`src/rtl/fwd_pkg.sv`:
```
// Shared types and helpers for the forwarding/interlock scoreboard.
package fwd_pkg;

    // Widest register address a shadow tag can hold; narrower addresses are zero-extended.
    localparam int MAX_AW = 8;

    localparam int FWD_RF    = 0;
    localparam int FWD_EXMEM = 1;
    localparam int FWD_MEMWB = 2;

    typedef struct packed {
        logic              valid;
        logic [MAX_AW-1:0] dst;
        logic              regWrite;
        logic              isLoad;
    } fwdTag_t;

    function automatic int selW(input int depth);
        return $clog2(depth + 1);
    endfunction

    function automatic logic isProducer(input fwdTag_t t);
        return t.valid && t.regWrite && (t.dst != '0);
    endfunction

endpackage

```
`src/rtl/fwd_match.sv`:
```
// Priority encoder: one source operand against shadow entries e[0..DEPTH-1], youngest wins.
module fwd_match
    import fwd_pkg::*;
#(
    parameter int REG_AW   = 5,
    parameter int DEPTH    = 2,
    parameter int LOAD_LAT = 2,
    parameter int SEL_W    = 2
) (
    input  logic                  reqValid,
    input  logic [REG_AW-1:0]     src,
    input  fwdTag_t [DEPTH-1:0]   ents,
    output logic                  hit,
    output logic [SEL_W-1:0]      sel,
    output logic                  loadHazard
);

    always_comb begin
        hit        = 1'b0;
        sel        = SEL_W'(FWD_RF);
        loadHazard = 1'b0;
        // Scan oldest to youngest so the lowest index overwrites older matches.
        for (int j = DEPTH - 1; j >= 0; j--) begin
            if (reqValid && isProducer(ents[j]) && (ents[j].dst == MAX_AW'(src))) begin
                hit        = 1'b1;
                sel        = SEL_W'(j + 1);
                loadHazard = ents[j].isLoad && ((j + 1) < LOAD_LAT);
            end
        end
    end

endmodule

```
`src/rtl/fwd_scoreboard.sv`:
```
// Forwarding select and load-use interlock unit; shadows ID/EX and DEPTH downstream stages.
module fwd_scoreboard
    import fwd_pkg::*;
#(
    parameter  int REG_AW   = 5,
    parameter  int NUM_SRC  = 2,
    parameter  int DEPTH    = 2,
    parameter  int LOAD_LAT = 2,
    localparam int SEL_W    = selW(DEPTH)
) (
    input  logic                      clk,
    input  logic                      rst_n,
    input  logic                      id_valid,
    input  logic [NUM_SRC*REG_AW-1:0] id_src,
    input  logic [NUM_SRC-1:0]        id_src_used,
    input  logic [REG_AW-1:0]         id_dst,
    input  logic                      id_regwrite,
    input  logic                      id_is_load,
    input  logic                      advance,
    input  logic                      flush,
    output logic                      stall,
    output logic [NUM_SRC*SEL_W-1:0]  ex_fwd_sel,
    output logic [15:0]               stall_cnt
);

    function automatic logic [15:0] satInc(input logic [15:0] c);
        return (c == 16'hFFFF) ? c : c + 16'd1;
    endfunction

    fwdTag_t                  shadow [DEPTH+1];
    fwdTag_t [DEPTH-1:0]      matchEnts;
    fwdTag_t                  idTag_p0;
    logic [NUM_SRC-1:0]       hitV;
    logic [NUM_SRC-1:0]       hazV;
    logic [SEL_W-1:0]         selV [NUM_SRC];
    logic [NUM_SRC*SEL_W-1:0] nextSel_p0;
    logic                     hazard;
    logic                     insertId;

    always_comb begin
        for (int j = 0; j < DEPTH; j++) begin
            matchEnts[j] = shadow[j];
        end
    end

    for (genvar i = 0; i < NUM_SRC; i++) begin : gMatch
        fwd_match #(
            .REG_AW  (REG_AW),
            .DEPTH   (DEPTH),
            .LOAD_LAT(LOAD_LAT),
            .SEL_W   (SEL_W)
        ) uMatch (
            .reqValid  (id_valid & id_src_used[i]),
            .src       (id_src[i*REG_AW +: REG_AW]),
            .ents      (matchEnts),
            .hit       (hitV[i]),
            .sel       (selV[i]),
            .loadHazard(hazV[i])
        );
    end

    always_comb begin
        nextSel_p0 = '0;
        for (int i = 0; i < NUM_SRC; i++) begin
            nextSel_p0[i*SEL_W +: SEL_W] = hitV[i] ? selV[i] : SEL_W'(FWD_RF);
        end
    end

    assign hazard   = |hazV;
    assign stall    = id_valid & ~flush & hazard;
    assign insertId = id_valid & ~stall & ~flush;

    always_comb begin
        idTag_p0          = '0;
        idTag_p0.valid    = 1'b1;
        idTag_p0.dst      = MAX_AW'(id_dst);
        idTag_p0.regWrite = id_regwrite;
        idTag_p0.isLoad   = id_is_load;
    end

    // ID -> ID/EX boundary: shadow shift, EX select register and stall counter.
    always_ff @(posedge clk or negedge rst_n) begin
        if (!rst_n) begin
            for (int k = 0; k <= DEPTH; k++) begin
                shadow[k] <= '0;
            end
            ex_fwd_sel <= '0;
            stall_cnt  <= '0;
        end else if (advance) begin
            shadow[0] <= insertId ? idTag_p0 : '0;
            for (int k = 1; k <= DEPTH; k++) begin
                shadow[k] <= shadow[k-1];
            end
            ex_fwd_sel <= insertId ? nextSel_p0 : '0;
            if (stall) begin
                stall_cnt <= satInc(stall_cnt);
            end
        end
    end

endmodule

```
`config.mk`:
```
export PLATFORM = sky130hd
export DESIGN_NAME = fwd_scoreboard
export DESIGN_NICKNAME = d
export VERILOG_FILES = /design/src/rtl/fwd_pkg.sv /design/src/rtl/fwd_match.sv /design/src/rtl/fwd_scoreboard.sv
export SDC_FILE = /design/constraint.sdc
export NUM_CORES = 1
export LEC_CHECK = 0
export ABC_AREA = 1
export ABC_CLOCK_PERIOD_IN_PS = 4650
export BUFFER_PORTS_ARGS = -buffer_cell sky130_fd_sc_hd__buf_2
export CORE_MARGIN = 1.5
export CORE_UTILIZATION = 60
export CTS_BUF_LIST = sky130_fd_sc_hd__clkbuf_8
export DETAILED_ROUTE_END_ITERATION = 6
export PLACE_DENSITY_LB_ADDON = 0.2
export SLEW_MARGIN = 20
export SYNTH_ARGS = -nofsm -noshare
export SYNTH_HDL_FRONTEND = slang
export SYNTH_SLANG_ARGS = --single-unit
```
`constraint.sdc`:
```
create_clock -name clk -period 4.65 [get_ports clk]
set_clock_uncertainty 0.1 [all_clocks]
set_input_delay 0.465 -clock clk [delete_from_list [all_inputs] [get_ports clk]]
set_output_delay 0.465 -clock clk [all_outputs]
set_load 0.02 [all_outputs]
```
## Word level (Yosys, flattened, before mapping)

Index checks and enable logic that the tools add are counted.

| cells by class | value |
|---|---|
| add/sub/neg operators | 1 |
| $mul | 0 |
| divide/modulo/power cells | 0 |
| magnitude comparators | 0 |
| equality and inequality tests | 5 |
| shift operators | 0 |
| multiplexer cells | 14 |
| bitwise gates (word level) | 9 |
| reductions and logical operators | 16 |

Operators by type and width:

| cell | count |
|---|---|
| equality test 8 x 5 -> 1 bit | 4 |
| adder 16 x 1 -> 16 bit, second input constant | 1 |
| equality test 16 bit, second input constant | 1 |
| nonzero test 8 bit | 2 |
| logical AND 1 bit | 12 |
| 2-to-1 mux 2 bit | 6 |
| 2-to-1 mux 11 bit | 1 |
| bitwise AND 1 bit | 6 |
| 2-to-1 mux 1 bit | 6 |
| 2-to-1 mux 4 bit | 1 |
| NOT 1 bit | 3 |
| AND reduction 3 bit | 1 |
| OR reduction 2 bit | 1 |

| storage, ports and cells | value |
|---|---|
| flip-flop bits (word level) | 41 |
| bits in latches | 0 |
| bits in writable memories | 0 |
| ROM bits | 0 |
| input port bits | 24 |
| logic and storage cells | 54 |
| memories | 0 |

## Logic depth before layout (Yosys ltp)

| depth | value |
|---|---|
| depth after elaboration | 11 |
| mapped depth | 11 |
| gate-level depth less buffers | 10 |

## Modules after synthesis

Synthesis repeated with hierarchy kept, for this count alone.

| unflattened totals | value |
|---|---|
| cells, all modules | 392 |
| area total of the unflattened synthesis | 2,472.4 µm² |

Modules (own cells, without submodules):

| module | instances | cells each | area an instance (µm²) |
|---|---|---|---|
| fwd_scoreboard | 1 | 242 | 1,834.3 |
| fwd_match | 2 | 75 | 319.1 |

## Least setup slack after synthesis

Ideal clock, no wire load.

| timing path | value |
|---|---|
| path type | input port to output port |
| start point | input id_src[6] |
| end point | output stall |
| data arrival time | 1.443 ns |
| setup slack | 2.642 ns |
| stages | 9 |
| path through | inv_1 > nand2_1 > nand2_1 > a21oi_1 > nand4_1 > nand2_1 > nand2_1 > buf_4 > nor2_1 |

| between the ends | value |
|---|---|
| word-level cells in the longest chain between the ends | 5 |

Ends and longest elaborated chain:

| element | RTL line | source |
|---|---|---|
| start, declared | fwd_scoreboard.sv:14 | `input logic [NUM_SRC*REG_AW-1:0] id_src,` |
| equality test 8 x 5 -> 1 bit | fwd_match.sv:24 | `if (reqValid && isProducer(ents[j]) && (ents[j].dst == MAX_AW'(src))) begin` |
| logical AND 1 bit | fwd_match.sv:24 |  |
| 2-to-1 mux 1 bit | fwd_match.sv:24 |  |
| OR reduction 2 bit | fwd_scoreboard.sv:69 | `assign hazard = \|hazV;` |
| bitwise AND 1 bit | fwd_scoreboard.sv:70 | `assign stall = id_valid & ~flush & hazard;` |
| end, declared | fwd_scoreboard.sv:21 | `output logic stall,` |

No other way between the ends.

## Worst setup path after layout

| timing path | value |
|---|---|
| start point | register shadow, in the netlist matchEnts[5] |
| end point | output stall |

| between the ends | value |
|---|---|
| word-level cells in the longest chain between the ends | 7 |
| elaborated cells between the ends (all ways) | 12 |

Ends and longest elaborated chain:

| element | RTL line | source |
|---|---|---|
| start, declared | fwd_scoreboard.sv:30 | `fwdTag_t shadow [DEPTH+1];` |
| start signal, assigned by index | fwd_scoreboard.sv:92 | `shadow[k] <= shadow[k-1];` |
| nonzero test 8 bit | fwd_pkg.sv:23 | `return t.valid && t.regWrite && (t.dst != '0);` |
| logical AND 1 bit | fwd_pkg.sv:23 |  |
| logical AND 1 bit (2 in a row) | fwd_match.sv:24 |  |
| 2-to-1 mux 1 bit | fwd_match.sv:24 |  |
| OR reduction 2 bit (*) | fwd_scoreboard.sv:69 |  |
| bitwise AND 1 bit (*) | fwd_scoreboard.sv:70 |  |

Every way passes the cells marked *; elsewhere a longest branch is shown, timed or not.

==> impl_summary.txt <==
----------------------------------------------------
[Run]
  Number of max-cap violations ... 0

[STA]
  Maximum clock frequency ... around 400 MHz
  RSZ-0062 raised after global routing ... no
  Final critical path time including I/O delays and setup ... 2.55 ns
  Tightest Pin Transition ... about 0.8 ns
  Final Hold Vio Count ... 0
  Final setup viols ... 0
  Sum of negative setup slack ... 0 ns
  Final-report max-slew violation count ... 0
  Final worst-path cycle share ... a little over half
  Worst slew margin ... 48.2%

[Place]
  Number of placed instances, taps included ... 438
  Weighted congestion reported at the end of routability-driven placement ... 0.907
  Input/output buffers ... 44
  Final HPWL from detailed placement ... between 4000 and 5000 µm

[Synthesis]
  Most instantiated flip-flop cell in the synthesis netlist ... sky130_fd_sc_hd__dfrtp_1
  List of most frequent post-synthesis cells ... sky130_fd_sc_hd__nand2_1 (144), sky130_fd_sc_hd__dfrtp_1 (35), sky130_fd_sc_hd__inv_1 (33)
  Asr flop ratio synth ... 100%
  Warnings, synthesis ... 0
  Cell taking the most area after synthesis ... sky130_fd_sc_hd__dfrtp_1
  Yosys cell types ... 27
  Area of the mapped netlist ... 0.00238 mm²
  EDFF count, synth ... 0
  Post-synthesis instance total ... 354
  Top area cells in the synthesized netlist ... sky130_fd_sc_hd__dfrtp_1 (37%), sky130_fd_sc_hd__nand2_1 (23%), sky130_fd_sc_hd__nand4_1 (6.3%)
  Sequential-to-total area share from yosys stat ... 36.7%
  Count leader, synth ... sky130_fd_sc_hd__nand2_1
  Top cell type's share of synthesized area ... 36.7%
  Synthesis-stage register bit count ... 35
  Mean instance size in the synthesized netlist ... 6.73 µm²
  Number of nets in the synthesized netlist ... approximately 380

[Clock tree]
  Worst-path clk slew ... ~0.080 ns
  Number of gates given a new drive strength after cts ... 0
  Post-CTS setup buffer count ... 0
  TritonCTS clock tree ... yes
  Hold_buf cts ... 0
  Number of clock sinks ... 35
  Total clock buffers created by CTS ... 5
  CTS HTree Levels ... 2
  Clock latency on the worst-skew pair ... 0.30 ns
  Number of buffers on the longest clock path ... 2
  Clock root buffer master ... sky130_fd_sc_hd__clkbuf_8

[Worst setup path]
  Kind of launch point of the worst setup path ... flop
  Reg-to-reg critical path startpoint ... stall_cnt[0]
  Endpoint type of the worst setup path ... output pin
  Worst endpoint required time ... 4.09 ns
  Setup slack on the worst flop-to-flop path ... about 2.4 ns
  Depth of the most critical reg-to-reg path ... 9
  Largest driver fanout on the critical path ... 13
  Setup crit start ... matchEnts[5]
  Worst setup path endpoint ... stall
  Signal arrival time at the worst endpoint ... approximately 2.0 ns
  Critical path class ... flop to output pin
  Endpoint of the worst-slack reg-to-reg timing path ... stall_cnt[10]

[Detailed routing]
  Detailed-route via count ... 2406
  # DRC ... 0
  Antenna-violating nets left ... 0
  Final WL ... between 5000 and 6000 µm
  Average detailed-routed wire length per instance ... 12.9 µm
  First-pass detailed-route iteration total ... 5
  1st-iter DRT viols ... 197
  Avg Vias per Cell ... 5.39

[Final layout]
  Final layout net count ... roughly 420
  Area growth from synthesis to final layout ... 13.7%
  Layout cells sized above 1 ... 18.6%
  Fin cells ... around 450
  Diode insertion count for antenna repair ... 0
  Filler cell count ... 349

[Floorplanning]
  Total die area ... 0.00436 mm²
  Placeable Area ... 0.00374 mm²
  Number of cell rows ... 22
  Ports ... 45
  Y dimension of the die ... 66.0 µm
  Effective utilization at floorplan ... 63.7%
  Die width ... between 60 and 70 µm

[GRT]
  Tot GR Track Use ... 29.0%
  Number of global-route vias before repair ... 2093
  Global-route congestion overflow total ... 0
  Maximum number of pins on one net before global-route repair ... 36
  Wire length of the first global-routing pass ... slightly below 10000 µm
  Initial antenna violation count ... 0

[Run status]
  Result of the run ... finished clean

[Pwr]
  Power Density ... 258 mW/mm²
  Worst voltage drop across the vdd grid ... roughly 190 µV
  Leakage ... 1.52 nW

[Hold path]
  Worst hold path class ... primary input to asynchronous set/reset pin

----------------------------------------------------
## area by class of cell
cell class                      count  area (µm²)  share of cell area, %
Clock buffer                        6        82.6                   3.05
Tap cell                           48        60.1                   2.22
Clock inverter                      2        35.0                   1.29
Inverter                           40         150                   5.54
Multi-Input combinational cell    271        1290                   47.5
Timing Repair Buffer               44         220                   8.13
Sequential cell                    35         876                   32.3
## routing by layer
metal / track usage, % / part of all wire (%)
met4: 6.63 / 1.1
met1: 42.2 / 48
met3: 6.64 / 6.8
met2: 44.2 / 44
met5: 0 / 0
## worst max-delay path: stages, from the launching register on
cell and delay [ns]:
sky130_fd_sc_hd__dfrtp_1 0.51, sky130_fd_sc_hd__inv_2 0.08, sky130_fd_sc_hd__nand2_2 0.08, sky130_fd_sc_hd__nand2_2 0.06, sky130_fd_sc_hd__nor2_1 0.12, sky130_fd_sc_hd__nand4_1 0.15
sky130_fd_sc_hd__nand2_1 0.11, sky130_fd_sc_hd__nand2_1 0.24, sky130_fd_sc_hd__nor2_1 0.17, sky130_fd_sc_hd__buf_2 0.18
## per-stage QoR
step	power [mW]	hold slack (ns)	utilization, %	setup slack [ns]	cell area (µm²)
floorplan	0.381	0.0694	-	2.64	2380
global placement	0.412	0.364	69.3	2.36	2590
detailed placement	0.413	0.365	69.3	2.30	2590
CTS	0.703	0.169	72.4	2.09	2710
global route	0.726	0.217	72.4	1.90	2710
finish	0.699	0.134	72.4	2.10	2710
## power breakdown
group | leakage (nW) | internal [mW] | total (mW) | switching (mW)
combinational | 0.983 | 0.0275 | 0.0852 | 0.0577
sequential | 0.481 | 0.313 | 0.324 | 0.0108
clock | 0.0612 | 0.173 | 0.290 | 0.117
total | 1.52 | 0.514 | 0.699 | 0.185
## cell usage in the layout (no fill, tap or decap), drive strengths merged
cell / n
xnor2: 5
clkinv: 1
and3: 1
dfrtp: 35
ha: 1
xor2: 9
buf: 44
nor2: 37
o21ai: 7
a21oi: 5
inv: 40
nand4: 25
nand3: 28
nand2: 149
bufinv: 1
nor3: 4
clkbuf: 6
## cell families (layout without fill, tap and decap cells)
kind of cell | after synthesis | count (layout) | synth area share (%)
xor+xnor | 14 | 14 | 5.14
flops | 35 | 35 | 36.7
buf+inv | 48 | 92 | 9.29
simple gates | 244 | 244 | 45.8
compound gates | 12 | 12 | 2.52
fa+ha+maj | 1 | 1 | 0.525
## how the worst min path moves through the flow
stage	start	to
floorplan	rst_n	ex_fwd_sel[0]
finish	rst_n	matchEnts[15]
global route	rst_n	matchEnts[13]
CTS	rst_n	matchEnts[15]
detailed placement	ex_fwd_sel[1]	ex_fwd_sel[1]
global placement	ex_fwd_sel[0]	ex_fwd_sel[0]
## registers in the layout, summed over array words and instances, names as in the netlist
register,count
matchEnts,15
stall_cnt,16
ex_fwd_sel,4
(Power assumes the default switching activity.)
